<file path="src/rtl/l2_mem_refill_pkg.sv">
// Shared constants for the L2 memory refill path: bus geometry, direction codes, FSM encodings.
// Latency: n/a (package only).
// Backpressure: n/a (package only).
package l2_mem_refill_pkg;

  localparam int BEAT_W      = 128;
  localparam int BEATS       = 4;
  localparam int LINE_W      = BEAT_W * BEATS;
  localparam int LINE_ADDR_W = 26;
  localparam int BEAT_CNT_W  = 2;
  localparam int MEM_BEATS   = 4;
  localparam int BUS_ADDR_W  = LINE_ADDR_W + BEAT_CNT_W;

  // Transfer direction as seen on mem_rw / bus_rw.
  localparam logic READ  = 1'b0;
  localparam logic WRITE = 1'b1;

  // Refill FSM encodings.
  localparam logic [1:0] MEM_IDLE = 2'd0;
  localparam logic [1:0] MEM_XFER = 2'd1;
  localparam logic [1:0] MEM_DONE = 2'd2;

  // Beat index advance; wraps 3 -> 0 without touching the line address.
  function automatic logic [BEAT_CNT_W-1:0] next_beat(input logic [BEAT_CNT_W-1:0] b);
    return BEAT_CNT_W'(b + 1'b1);
  endfunction

endpackage

</file>
<file path="src/rtl/l2_mem_refill_line_buf.sv">
// Line buffer: 4x128 refill register file (beat write port) plus latched write-back line (beat read mux).
// Latency: beat writes and line loads visible the cycle after the write; read mux is combinational.
// Backpressure: none; the owner decides when to write.
module l2_line_buf
  import l2_mem_refill_pkg::*;
(
  input  logic                  clk,
  input  logic                  rst,
  input  logic                  wb_load,
  input  logic [LINE_W-1:0]     wb_line,
  input  logic [BEAT_CNT_W-1:0] rd_beat,
  output logic [BEAT_W-1:0]     rd_data,
  input  logic                  fill_en,
  input  logic [BEAT_CNT_W-1:0] fill_beat,
  input  logic [BEAT_W-1:0]     fill_data,
  output logic [LINE_W-1:0]     line
);

  logic [BEAT_W-1:0] fill_q [BEATS];
  logic [BEAT_W-1:0] wb_q   [BEATS];

  // Refill beats land in their own slot; write-back line is captured whole at request accept.
  always_ff @(posedge clk) begin
    if (rst) begin
      for (int i = 0; i < BEATS; i++) begin
        fill_q[i] <= '0;
        wb_q[i]   <= '0;
      end
    end else begin
      if (wb_load) begin
        for (int i = 0; i < BEATS; i++) begin
          wb_q[i] <= wb_line[i*BEAT_W +: BEAT_W];
        end
      end
      if (fill_en) begin
        fill_q[fill_beat] <= fill_data;
      end
    end
  end

  assign rd_data = wb_q[rd_beat];

  for (genvar g = 0; g < BEATS; g++) begin : g_line
    assign line[g*BEAT_W +: BEAT_W] = fill_q[g];
  end

endmodule

</file>
<file path="src/rtl/l2_mem_refill.sv">
// Memory-side responder for the L2 I-cache: moves one 512-bit line as four 128-bit beats (macro L2_CRIT_BEAT_FIRST_EN: critical beat first).
// Latency: request accepted in idle, bus_req on the next 4 cycles with no waits, L2_complete one cycle after the 4th ack.
// Backpressure: each beat holds bus_req/bus_addr/bus_wdata stable until bus_ack; mem_req is ignored while busy.
module l2_mem_refill
  import l2_mem_refill_pkg::*;
(
  input  logic                   clk,
  input  logic                   rst,
  input  logic                   mem_req,
  input  logic [LINE_ADDR_W-1:0] mem_addr,
  input  logic                   mem_rw,
  input  logic [BEAT_CNT_W-1:0]  mem_offset,
  input  logic [LINE_W-1:0]      wb_line,
  output logic [LINE_W-1:0]      line_rd,
  output logic                   L2_complete,
  output logic                   mem_busy,
  output logic                   bus_req,
  output logic                   bus_rw,
  output logic [BUS_ADDR_W-1:0]  bus_addr,
  output logic [BEAT_W-1:0]      bus_wdata,
  input  logic [BEAT_W-1:0]      bus_rdata,
`ifdef L2_CRIT_BEAT_FIRST_EN
  output logic                   crit_valid,
  output logic [BEAT_W-1:0]      crit_data,
`endif
  input  logic                   bus_ack
);

  localparam logic [BEAT_CNT_W-1:0] LAST_CNT = BEAT_CNT_W'(MEM_BEATS - 1);

  logic [1:0]             state_q;
  logic [BEAT_CNT_W-1:0]  beat_q;
  logic [BEAT_CNT_W-1:0]  cnt_q;
  logic [LINE_ADDR_W-1:0] addr_q;
  logic                   rw_q;
  logic [BEAT_CNT_W-1:0]  start_beat;
  logic                   accept;
  logic                   beat_ack;
  logic                   fill_en;
  logic [BEAT_W-1:0]      wb_beat;

`ifdef L2_CRIT_BEAT_FIRST_EN
  // Reads begin at the beat the core is waiting on; writes always stream from beat 0.
  assign start_beat = (mem_rw == READ) ? mem_offset : '0;
`else
  logic unused_offset;
  assign start_beat    = '0;
  assign unused_offset = ^mem_offset;
`endif

  assign accept   = (state_q == MEM_IDLE) && mem_req;
  assign beat_ack = (state_q == MEM_XFER) && bus_ack;
  assign fill_en  = beat_ack && (rw_q == READ);

  // Transfer sequencer: idle -> one beat per ack -> single done cycle -> idle.
  always_ff @(posedge clk) begin
    if (rst) begin
      state_q <= MEM_IDLE;
      beat_q  <= '0;
      cnt_q   <= '0;
      addr_q  <= '0;
      rw_q    <= READ;
    end else begin
      case (state_q)
        MEM_IDLE: begin
          if (mem_req) begin
            addr_q  <= mem_addr;
            rw_q    <= mem_rw;
            beat_q  <= start_beat;
            cnt_q   <= '0;
            state_q <= MEM_XFER;
          end
        end
        MEM_XFER: begin
          if (bus_ack) begin
            beat_q <= next_beat(beat_q);
            cnt_q  <= next_beat(cnt_q);
            if (cnt_q == LAST_CNT) begin
              state_q <= MEM_DONE;
            end
          end
        end
        MEM_DONE: state_q <= MEM_IDLE;
        default:  state_q <= MEM_IDLE;
      endcase
    end
  end

`ifdef L2_CRIT_BEAT_FIRST_EN
  // Forward the first returned read beat one cycle after its ack so L1 can restart early.
  always_ff @(posedge clk) begin
    if (rst) begin
      crit_valid <= 1'b0;
      crit_data  <= '0;
    end else begin
      crit_valid <= fill_en && (cnt_q == '0);
      if (fill_en && (cnt_q == '0)) begin
        crit_data <= bus_rdata;
      end
    end
  end
`endif

  l2_line_buf u_line_buf (
    .clk       (clk),
    .rst       (rst),
    .wb_load   (accept && (mem_rw == WRITE)),
    .wb_line   (wb_line),
    .rd_beat   (beat_q),
    .rd_data   (wb_beat),
    .fill_en   (fill_en),
    .fill_beat (beat_q),
    .fill_data (bus_rdata),
    .line      (line_rd)
  );

  // Bus and status outputs are decoded from registered state, so they cannot move without an ack.
  assign bus_req     = (state_q == MEM_XFER);
  assign mem_busy    = (state_q == MEM_XFER);
  assign L2_complete = (state_q == MEM_DONE);
  assign bus_rw      = rw_q;
  assign bus_addr    = {addr_q, beat_q};
  assign bus_wdata   = ((state_q == MEM_XFER) && (rw_q == WRITE)) ? wb_beat : '0;

endmodule

</file>
<file path="config.mk">
export PLATFORM = sky130hd
export DESIGN_NAME = l2_mem_refill
export DESIGN_NICKNAME = d
export VERILOG_FILES = /design/src/rtl/l2_mem_refill_pkg.sv /design/src/rtl/l2_mem_refill_line_buf.sv /design/src/rtl/l2_mem_refill.sv
export SDC_FILE = /design/constraint.sdc
export NUM_CORES = 1
export LEC_CHECK = 0
export CAP_MARGIN = 10
export CORE_AREA = 10 10 522 524
export CTS_CLUSTER_SIZE = 14
export DETAILED_ROUTE_END_ITERATION = 8
export DIE_AREA = 0 0 532 534
export PLACE_DENSITY_LB_ADDON = 0.25
export SYNTH_ARGS = -nofsm -noshare
export SYNTH_HDL_FRONTEND = slang
export SYNTH_SLANG_ARGS = --single-unit
</file>
<file path="constraint.sdc">
create_clock -name clk -period 45.5 [get_ports clk]
set_clock_uncertainty 0.2 [all_clocks]
set_input_delay 6.825 -clock clk [delete_from_list [all_inputs] [get_ports clk]]
set_output_delay 6.825 -clock clk [all_outputs]
set_load 0.005 [all_outputs]
</file>
==> impl_metrics.xml, run 1 <==
<?xml version="1.0" encoding="UTF-8"?>
<metrics>
  <group name="status">
    <metric name="outcome" unit="">finished, final reports clean</metric>
  </group>
  <group name="yosys">
    <metric name="syn-mean-instance-area" unit="um2">16.2</metric>
    <metric name="synth_xor_area_share" unit="%">0</metric>
    <metric name="yosys_warnings" unit="">0</metric>
    <metric name="synth_compound_area_share" unit="%">0.474</metric>
    <metric name="synthesis.instances" unit="">2653</metric>
    <metric name="dominant_combinational_cell_family_by_area_after_synthesis" unit="">simple AND/OR/NAND/NOR gates</metric>
    <metric name="synth.area.mux_share" unit="%">6.70</metric>
    <metric name="seq_area_frac_synth" unit="%">73.1</metric>
    <metric name="yosys.area.top_type_share" unit="%">71.5</metric>
    <metric name="netlist_top_cells_area" unit="">sky130_fd_sc_hd__edfxtp_1, sky130_fd_sc_hd__and2_1, sky130_fd_sc_hd__mux4_2</metric>
    <metric name="yosysTopAreaCell" unit="">sky130_fd_sc_hd__edfxtp_1</metric>
    <metric name="netlist_area" unit="mm2">0.0430</metric>
    <metric name="synth_cell_type_count" unit="">32</metric>
    <metric name="synth.ff_latch_count" unit="">1059</metric>
    <metric name="synth_simple_gate_area_share" unit="%">17.6</metric>
    <metric name="synth_adder_area_share" unit="%">0.0291</metric>
    <metric name="synth.net_count" unit="">3327</metric>
  </group>
  <group name="timing">
    <metric name="tightest_slew" unit="ns">1.06</metric>
    <metric name="finalHoldViolations" unit="">0</metric>
    <metric name="finalSetupTns" unit="ns">0</metric>
    <metric name="fin_crit_sh" unit="%">27.9</metric>
    <metric name="setup_viol" unit="">0</metric>
    <metric name="max_freq" unit="MHz">78.7</metric>
    <metric name="period_minus_slack" unit="ns">12.70</metric>
    <metric name="rsz0062_at_grt" unit="">false</metric>
    <metric name="slew_viol_final" unit="">0</metric>
    <metric name="worst_slew_margin_rel" unit="%">29.1</metric>
  </group>
  <group name="cells_and_area">
    <metric name="area.growth.synth_to_final" unit="%">50.7</metric>
    <metric name="filler_cell_count" unit="">27400</metric>
    <metric name="layout_commonest_cell" unit="">sky130_fd_sc_hd__clkdlybuf4s50_1</metric>
    <metric name="fin_nets" unit="">4647</metric>
    <metric name="utilization_after_layout" unit="%">24.8</metric>
    <metric name="layout_cell_share_with_drive_strength_beyond_1" unit="%">9.37</metric>
    <metric name="mostFrequentLayoutCells" unit="">sky130_fd_sc_hd__clkdlybuf4s50_1, sky130_fd_sc_hd__edfxtp_1, sky130_fd_sc_hd__and2_1, sky130_fd_sc_hd__and3_1, sky130_fd_sc_hd__clkbuf_16</metric>
  </group>
  <group name="critical_path">
    <metric name="regToRegEndpoint" unit="">u_line_buf.wb_q[1][53]</metric>
    <metric name="required_time_worst_endpoint" unit="ns">45.67</metric>
    <metric name="worst_r2r_startpoint" unit="">state_q[0]</metric>
    <metric name="rrSetupSlack" unit="ns">39.14</metric>
    <metric name="worstPathArrival" unit="ns">12.87</metric>
    <metric name="setup.worst_path.class" unit="">input pin to register</metric>
    <metric name="cp_max_fo" unit="">143</metric>
    <metric name="r2r_cells" unit="">9</metric>
    <metric name="cp-start-kind" unit="">input pin</metric>
    <metric name="worst_setup_path_end_kind" unit="">register</metric>
  </group>
  <group name="power_and_ir_drop">
    <metric name="clock_power_share" unit="%">43.8</metric>
    <metric name="ir_worst_vdd" unit="uV">32.9</metric>
    <metric name="internal_power" unit="mW">1.86</metric>
    <metric name="share_seq_of_total_power" unit="%">47.2</metric>
    <metric name="reported_leakage_power" unit="nW">23.5</metric>
    <metric name="netSwitchingPower" unit="uW">567</metric>
    <metric name="pwr_density_cell" unit="mW/mm2">37.4</metric>
    <metric name="p_sw_share" unit="%">23.4</metric>
    <metric name="combinationalPowerShare" unit="%">9.0</metric>
  </group>
  <group name="worst_hold_path">
    <metric name="worstHoldPathCells" unit="">2</metric>
    <metric name="hold_path_startpoint" unit="">addr_q[23]</metric>
    <metric name="timing.hold.worst.class" unit="">register to register</metric>
    <metric name="worstHoldEndpoint" unit="">addr_q[23]</metric>
  </group>
  <group name="clock_network">
    <metric name="cts_inserted_buffers" unit="">133</metric>
    <metric name="clkSinkCount" unit="">1059</metric>
    <metric name="insertion_delay" unit="ns">0.75</metric>
    <metric name="cts.hold.buffers_added" unit="">0</metric>
    <metric name="clock_transition_time_at_the_flip_flop_clock_pins_of_the_worst_setup_and_hold_paths" unit="ns">0.06</metric>
    <metric name="post-cts-setup-buffer-count" unit="">0</metric>
    <metric name="clock_tree.buffer_depth" unit="">3</metric>
    <metric name="cts_repair_resized_insts" unit="">0</metric>
    <metric name="cts.htree.levels" unit="">4</metric>
    <metric name="cts_tree" unit="">built</metric>
    <metric name="clock-root-buffer" unit="">sky130_fd_sc_hd__clkbuf_16</metric>
  </group>
  <group name="routing">
    <metric name="route.final.wire_length" unit="mm">198</metric>
    <metric name="route.antenna.remaining_nets" unit="">0</metric>
    <metric name="drc" unit="">0</metric>
    <metric name="viasPerCell" unit="">3.70</metric>
    <metric name="dr.pass1.iters" unit="">5</metric>
    <metric name="detail_route.iter0.violations" unit="">1737</metric>
    <metric name="routedWlPerCell" unit="um">26.0</metric>
    <metric name="num_vias" unit="">28200</metric>
  </group>
  <group name="floorplanning">
    <metric name="coreArea" unit="mm2">0.262</metric>
    <metric name="design.die.area" unit="mm2">0.284</metric>
    <metric name="num_rows" unit="">188</metric>
    <metric name="initial_utilization" unit="%">16.4</metric>
    <metric name="die_h" unit="um">534</metric>
    <metric name="die_width" unit="um">532</metric>
    <metric name="io_pins" unit="">1345</metric>
  </group>
  <group name="run">
    <metric name="max-cap-violations" unit="">0</metric>
  </group>
  <group name="global_routing">
    <metric name="grt_first_pass_wirelength" unit="mm">267</metric>
    <metric name="largest_net_degree_at_the_start_of_global_routing" unit="">220</metric>
    <metric name="gr-total-overflow" unit="">0</metric>
    <metric name="grtUsageTotal" unit="%">13.4</metric>
    <metric name="antenna_found_initial" unit="">101</metric>
    <metric name="first_global_vias" unit="">29800</metric>
  </group>
  <group name="placed_design">
    <metric name="gp_congestion" unit="">0.796</metric>
    <metric name="placement.io_buffers" unit="">1342</metric>
    <metric name="hpwlAfterDp" unit="mm">150</metric>
  </group>
</metrics>
-- power by group through the flow --
| stage | sequential, mW | combinational, mW | clock (mW) |
|---|---|---|---|
| floorplan | 1.18 | 0.0621 | 0 |
| global placement | 1.17 | 0.225 | 0 |
| detailed placement | 1.17 | 0.225 | 0 |
| CTS | 1.15 | 0.226 | 1.10 |
| global route | 1.15 | 0.233 | 1.14 |
| finish | 1.15 | 0.218 | 1.06 |
-- worst max-delay path by stage --
stage | slack [ns] | start | end
4_1_cts | 32.75 | rst | u_line_buf.wb_q[0][53]
6_report | 32.80 | rst | u_line_buf.wb_q[1][53]
3_5_place_dp | 31.85 | rst | u_line_buf.wb_q[1][40]
2_1_floorplan | 25.95 | rst | u_line_buf.wb_q[0][0]
3_3_place_gp | 31.98 | rst | u_line_buf.wb_q[1][40]
5_1_grt | 32.44 | rst | u_line_buf.wb_q[1][53]
-- worst max-delay path: stages --
cell                              delay (ns)
sky130_fd_sc_hd__clkdlybuf4s50_1        0.46
sky130_fd_sc_hd__buf_4                  0.41
sky130_fd_sc_hd__inv_6                  0.33
sky130_fd_sc_hd__nand2_4                0.83
sky130_fd_sc_hd__buf_12                 0.61
sky130_fd_sc_hd__buf_4                  0.61
sky130_fd_sc_hd__buf_4                  0.71
sky130_fd_sc_hd__buf_4                  0.83
sky130_fd_sc_hd__buf_4                  0.81
-- layer usage --
| layer | part of all wire [%] | routed length [um] | vias up | GRT usage [%] |
|---|---|---|---|---|
| li1 | - | - | 12300 | - |
| met2 | 49 | 97500 | 1286 | 23.1 |
| met3 | 9.8 | 19400 | 334 | 5.94 |
| met4 | 2.5 | 5050 | 82 | 3.35 |
| met5 | 0.26 | 508 | - | 0 |
| met1 | 38 | 76000 | 14100 | 15.1 |
-- sequential cells by signal (all words and copies together) (netlist names), named ones only --
name,count
beat_q,2
bus_rw,1
u_line_buf.wb_q,512
state_q,2
cnt_q,2
addr_q,26
u_line_buf.fill_q,512
-- cell type report --
class | count | area [um2] | share of cell area [%]
inverters | 2 | 12.5 | 0.0193
clock buffers | 162 | 3550 | 5.48
multi-input cells | 1394 | 10800 | 16.6
diodes | 31 | 77.6 | 0.120
well taps | 3515 | 4400 | 6.78
repair buffers | 1383 | 13800 | 21.3
flip-flops and latches | 1059 | 31500 | 48.5
clock inverters | 75 | 802 | 1.24
-- through the flow --
step | area [um2] | setup slack (ns) | hold WS (ns) | instances | power, mW
final | 64800 | 32.80 | 0.252 | 7621 | 2.43
after global routing | 64800 | 32.44 | 0.270 | 7594 | 2.52
after CTS | 64800 | 32.75 | 0.253 | 7590 | 2.48
after detailed placement | 60400 | 31.85 | 0.245 | 7353 | 1.39
after global placement | 60400 | 31.98 | 0.249 | 7353 | 1.39
after floorplan | 43000 | 25.95 | 0.252 | 2653 | 1.24
-- cells in the mapped netlist --
cell,count
sky130_fd_sc_hd__o21ai_0,2
sky130_fd_sc_hd__nand4bb_1,1
sky130_fd_sc_hd__nand3_1,3
sky130_fd_sc_hd__a21oi_1,29
sky130_fd_sc_hd__and3_1,257
sky130_fd_sc_hd__and4_1,1
sky130_fd_sc_hd__nand2_1,56
sky130_fd_sc_hd__clkbuf_1,79
sky130_fd_sc_hd__nand2b_1,1
sky130_fd_sc_hd__a2bb2oi_1,1
sky130_fd_sc_hd__edfxtp_1,1024
sky130_fd_sc_hd__mux4_2,128
sky130_fd_sc_hd__and2_1,896
sky130_fd_sc_hd__buf_2,34
sky130_fd_sc_hd__or3b_2,1
sky130_fd_sc_hd__inv_1,2
sky130_fd_sc_hd__and4bb_1,1
sky130_fd_sc_hd__dfxtp_1,35
sky130_fd_sc_hd__nand4_1,2
sky130_fd_sc_hd__nor2b_1,2
sky130_fd_sc_hd__nor3b_1,2
sky130_fd_sc_hd__a31o_2,2
sky130_fd_sc_hd__nor4_2,1
sky130_fd_sc_hd__nor3_1,1
sky130_fd_sc_hd__nand3b_1,1
sky130_fd_sc_hd__buf_1,6
sky130_fd_sc_hd__o31ai_1,3
sky130_fd_sc_hd__clkbuf_2,76
sky130_fd_sc_hd__buf_4,3
sky130_fd_sc_hd__nor2_1,1
sky130_fd_sc_hd__nor3b_2,1
sky130_fd_sc_hd__ha_1,1
-- kinds of logic (layout without fill, tap and decap cells) --
family          after synthesis  in the layout
flops                      1059           1059
buf+inv                     200           1622
mux                         128            128
compound gates               37             37
other cells                   0             31
simple gates               1228           1228
fa+ha+maj                     1              1
Note: power is estimated with default switching activity, not from simulation.
==> run 2, diff against run 1 <==
==> constraint.sdc (replaced) <==
create_clock -name clk -period 12.1 [get_ports clk]
set_clock_uncertainty 0.2 [all_clocks]
set_input_delay 1.815 -clock clk [delete_from_list [all_inputs] [get_ports clk]]
set_output_delay 1.815 -clock clk [all_outputs]
set_load 0.005 [all_outputs]
==> impl_metrics.xml, run 2 (synthesis gave the netlist of run 1 again) <==
<?xml version="1.0" encoding="UTF-8"?>
<metrics>
  <group name="routing">
    <metric name="num_vias" unit="">28000</metric>
    <metric name="detail_route.iter0.violations" unit="">1801</metric>
    <metric name="dr.pass1.iters" unit="">7</metric>
    <metric name="routedWlPerCell" unit="um">26.1</metric>
    <metric name="drc" unit="">0</metric>
    <metric name="route.antenna.remaining_nets" unit="">0</metric>
    <metric name="route.final.wire_length" unit="mm">199</metric>
    <metric name="viasPerCell" unit="">3.68</metric>
  </group>
  <group name="power_and_ir_drop">
    <metric name="clock_power_share" unit="%">43.4</metric>
    <metric name="share_seq_of_total_power" unit="%">47.5</metric>
    <metric name="netSwitchingPower" unit="mW">2.11</metric>
    <metric name="combinationalPowerShare" unit="%">9.1</metric>
    <metric name="ir_worst_vdd" unit="uV">127</metric>
    <metric name="p_sw_share" unit="%">23.2</metric>
    <metric name="total_power" unit="mW">9.07</metric>
    <metric name="pwr_density_cell" unit="mW/mm2">140</metric>
    <metric name="reported_leakage_power" unit="nW">23.5</metric>
    <metric name="internal_power" unit="mW">6.96</metric>
  </group>
  <group name="cells_and_area">
    <metric name="layout_commonest_cell" unit="">sky130_fd_sc_hd__clkdlybuf4s50_1</metric>
    <metric name="layout_cell_share_with_drive_strength_beyond_1" unit="%">8.93</metric>
    <metric name="final_non_filler_cell_area" unit="mm2">0.0647</metric>
    <metric name="reg.largest.list" unit="">u_line_buf.fill_q: 512 flops, u_line_buf.wb_q: 512 flops, addr_q: 26 flops</metric>
    <metric name="sequential_cell_area" unit="mm2">0.0315</metric>
    <metric name="fin_nets" unit="">4642</metric>
    <metric name="filler_cell_count" unit="">27400</metric>
    <metric name="footprint_of_the_multi_input_gates" unit="mm2">0.0108</metric>
    <metric name="area.growth.synth_to_final" unit="%">50.4</metric>
    <metric name="mostFrequentLayoutCells" unit="">sky130_fd_sc_hd__clkdlybuf4s50_1, sky130_fd_sc_hd__edfxtp_1, sky130_fd_sc_hd__and2_1, sky130_fd_sc_hd__and3_1, sky130_fd_sc_hd__clkbuf_16</metric>
  </group>
  <group name="timing">
    <metric name="slew_viol_final" unit="">0</metric>
    <metric name="period_minus_slack" unit="ns">6.34</metric>
    <metric name="max_freq" unit="MHz">158</metric>
    <metric name="rsz0062_at_grt" unit="">false</metric>
    <metric name="hold_ws" unit="ns">0.256</metric>
    <metric name="finalSetupTns" unit="ns">0</metric>
    <metric name="worst_slew_margin_rel" unit="%">21.5</metric>
    <metric name="setup_viol" unit="">0</metric>
    <metric name="finalHoldViolations" unit="">0</metric>
    <metric name="setup_ws" unit="ns">5.76</metric>
    <metric name="tightest_slew" unit="ns">1.18</metric>
    <metric name="fin_crit_sh" unit="%">52.4</metric>
  </group>
  <group name="clock_network">
    <metric name="cts_tree" unit="">built</metric>
    <metric name="cts_repair_resized_insts" unit="">0</metric>
    <metric name="post-cts-setup-buffer-count" unit="">0</metric>
    <metric name="cts_inserted_buffers" unit="">132</metric>
    <metric name="cts.hold.buffers_added" unit="">0</metric>
    <metric name="clock_tree.buffer_depth" unit="">3</metric>
    <metric name="insertion_delay" unit="ns">0.75</metric>
    <metric name="cts.htree.levels" unit="">4</metric>
    <metric name="clkSinkCount" unit="">1059</metric>
    <metric name="clock_transition_time_at_the_flip_flop_clock_pins_of_the_worst_setup_and_hold_paths" unit="ns">0.06</metric>
    <metric name="clock-root-buffer" unit="">sky130_fd_sc_hd__clkbuf_16</metric>
  </group>
  <group name="run">
    <metric name="max-cap-violations" unit="">0</metric>
  </group>
  <group name="critical_path">
    <metric name="worstPathArrival" unit="ns">4.33</metric>
    <metric name="worst_setup_path_end_kind" unit="">output port</metric>
    <metric name="required_time_worst_endpoint" unit="ns">10.09</metric>
    <metric name="cp-start-kind" unit="">register</metric>
    <metric name="setup.worst_path.class" unit="">register to output port</metric>
    <metric name="cp_max_fo" unit="">34</metric>
  </group>
  <group name="floorplanning">
    <metric name="die_h" unit="um">534</metric>
    <metric name="num_rows" unit="">188</metric>
    <metric name="die_width" unit="um">532</metric>
    <metric name="design.die.area" unit="mm2">0.284</metric>
    <metric name="coreArea" unit="mm2">0.262</metric>
    <metric name="io_pins" unit="">1345</metric>
    <metric name="initial_utilization" unit="%">16.4</metric>
  </group>
  <group name="global_routing">
    <metric name="antenna_found_initial" unit="">105</metric>
    <metric name="gr-total-overflow" unit="">0</metric>
    <metric name="grtUsageTotal" unit="%">13.4</metric>
    <metric name="first_global_vias" unit="">30000</metric>
    <metric name="grt_first_pass_wirelength" unit="mm">267</metric>
    <metric name="largest_net_degree_at_the_start_of_global_routing" unit="">157</metric>
  </group>
  <group name="placed_design">
    <metric name="gp_congestion" unit="">0.812</metric>
    <metric name="detailedPlace.worstSlack" unit="ns">5.97</metric>
    <metric name="placement.io_buffers" unit="">1342</metric>
    <metric name="hpwlAfterDp" unit="mm">150</metric>
    <metric name="place_area" unit="mm2">0.0604</metric>
  </group>
  <group name="status">
    <metric name="outcome" unit="">finished, final reports clean</metric>
  </group>
  <group name="worst_hold_path">
    <metric name="timing.hold.worst.class" unit="">register to register</metric>
  </group>
</metrics>
## run 2: worst max-delay path, cell delays in order (launching register included)
cell	delay (ns)
sky130_fd_sc_hd__dfxtp_4	0.81
sky130_fd_sc_hd__buf_4	0.55
sky130_fd_sc_hd__buf_4	0.71
sky130_fd_sc_hd__mux4_2	0.58
sky130_fd_sc_hd__and3_1	0.23
sky130_fd_sc_hd__clkdlybuf4s50_1	0.57
## run 2: path summary, 6_finish.rpt
check                        endpoint  cells past startpoint       start  slack (ns)
max                     bus_wdata[36]                      5    register        5.76
min                        addr_q[21]                      2  addr_q[21]        0.26
max reg2reg  u_line_buf.fill_q[2][70]                      4  state_q[1]        8.14
min reg2reg                addr_q[21]                      2  addr_q[21]        0.26
## run 2: metal layers
layer  share of wire [%]  GRT usage, %  wire [um]
met3                 9.2          5.55      18200
met2                  50          23.8     100000
met1                  38          14.8      75500
met5                0.23             0        451
met4                 2.1          3.17       4260
## run 2: cell type report
cell class / count / share of cell area (%)
clock buffers: 169 / 5.47
clock inverters: 64 / 1.02
multi-input cells: 1394 / 16.6
well taps: 3515 / 6.80
flip-flops and latches: 1059 / 48.6
diodes: 30 / 0.116
repair buffers: 1379 / 21.3
inverters: 2 / 0.0193
## run 2: power groups by stage
stage,registers [mW],logic (mW),clock network [mW]
2_1_floorplan,4.41,0.234,0
3_3_place_gp,4.38,0.853,0
3_5_place_dp,4.38,0.854,0
4_1_cts,4.31,0.857,4.07
5_1_grt,4.32,0.883,4.20
6_report,4.30,0.823,3.94
## run 2: through the flow
| step | cells | utilization (%) |
|---|---|---|
| finish | 7612 | 24.7 |
| floorplan | 2653 | - |
| CTS | 7582 | 24.7 |
| global placement | 7349 | 23.1 |
| detailed placement | 7349 | 23.1 |
| global route | 7588 | 24.7 |
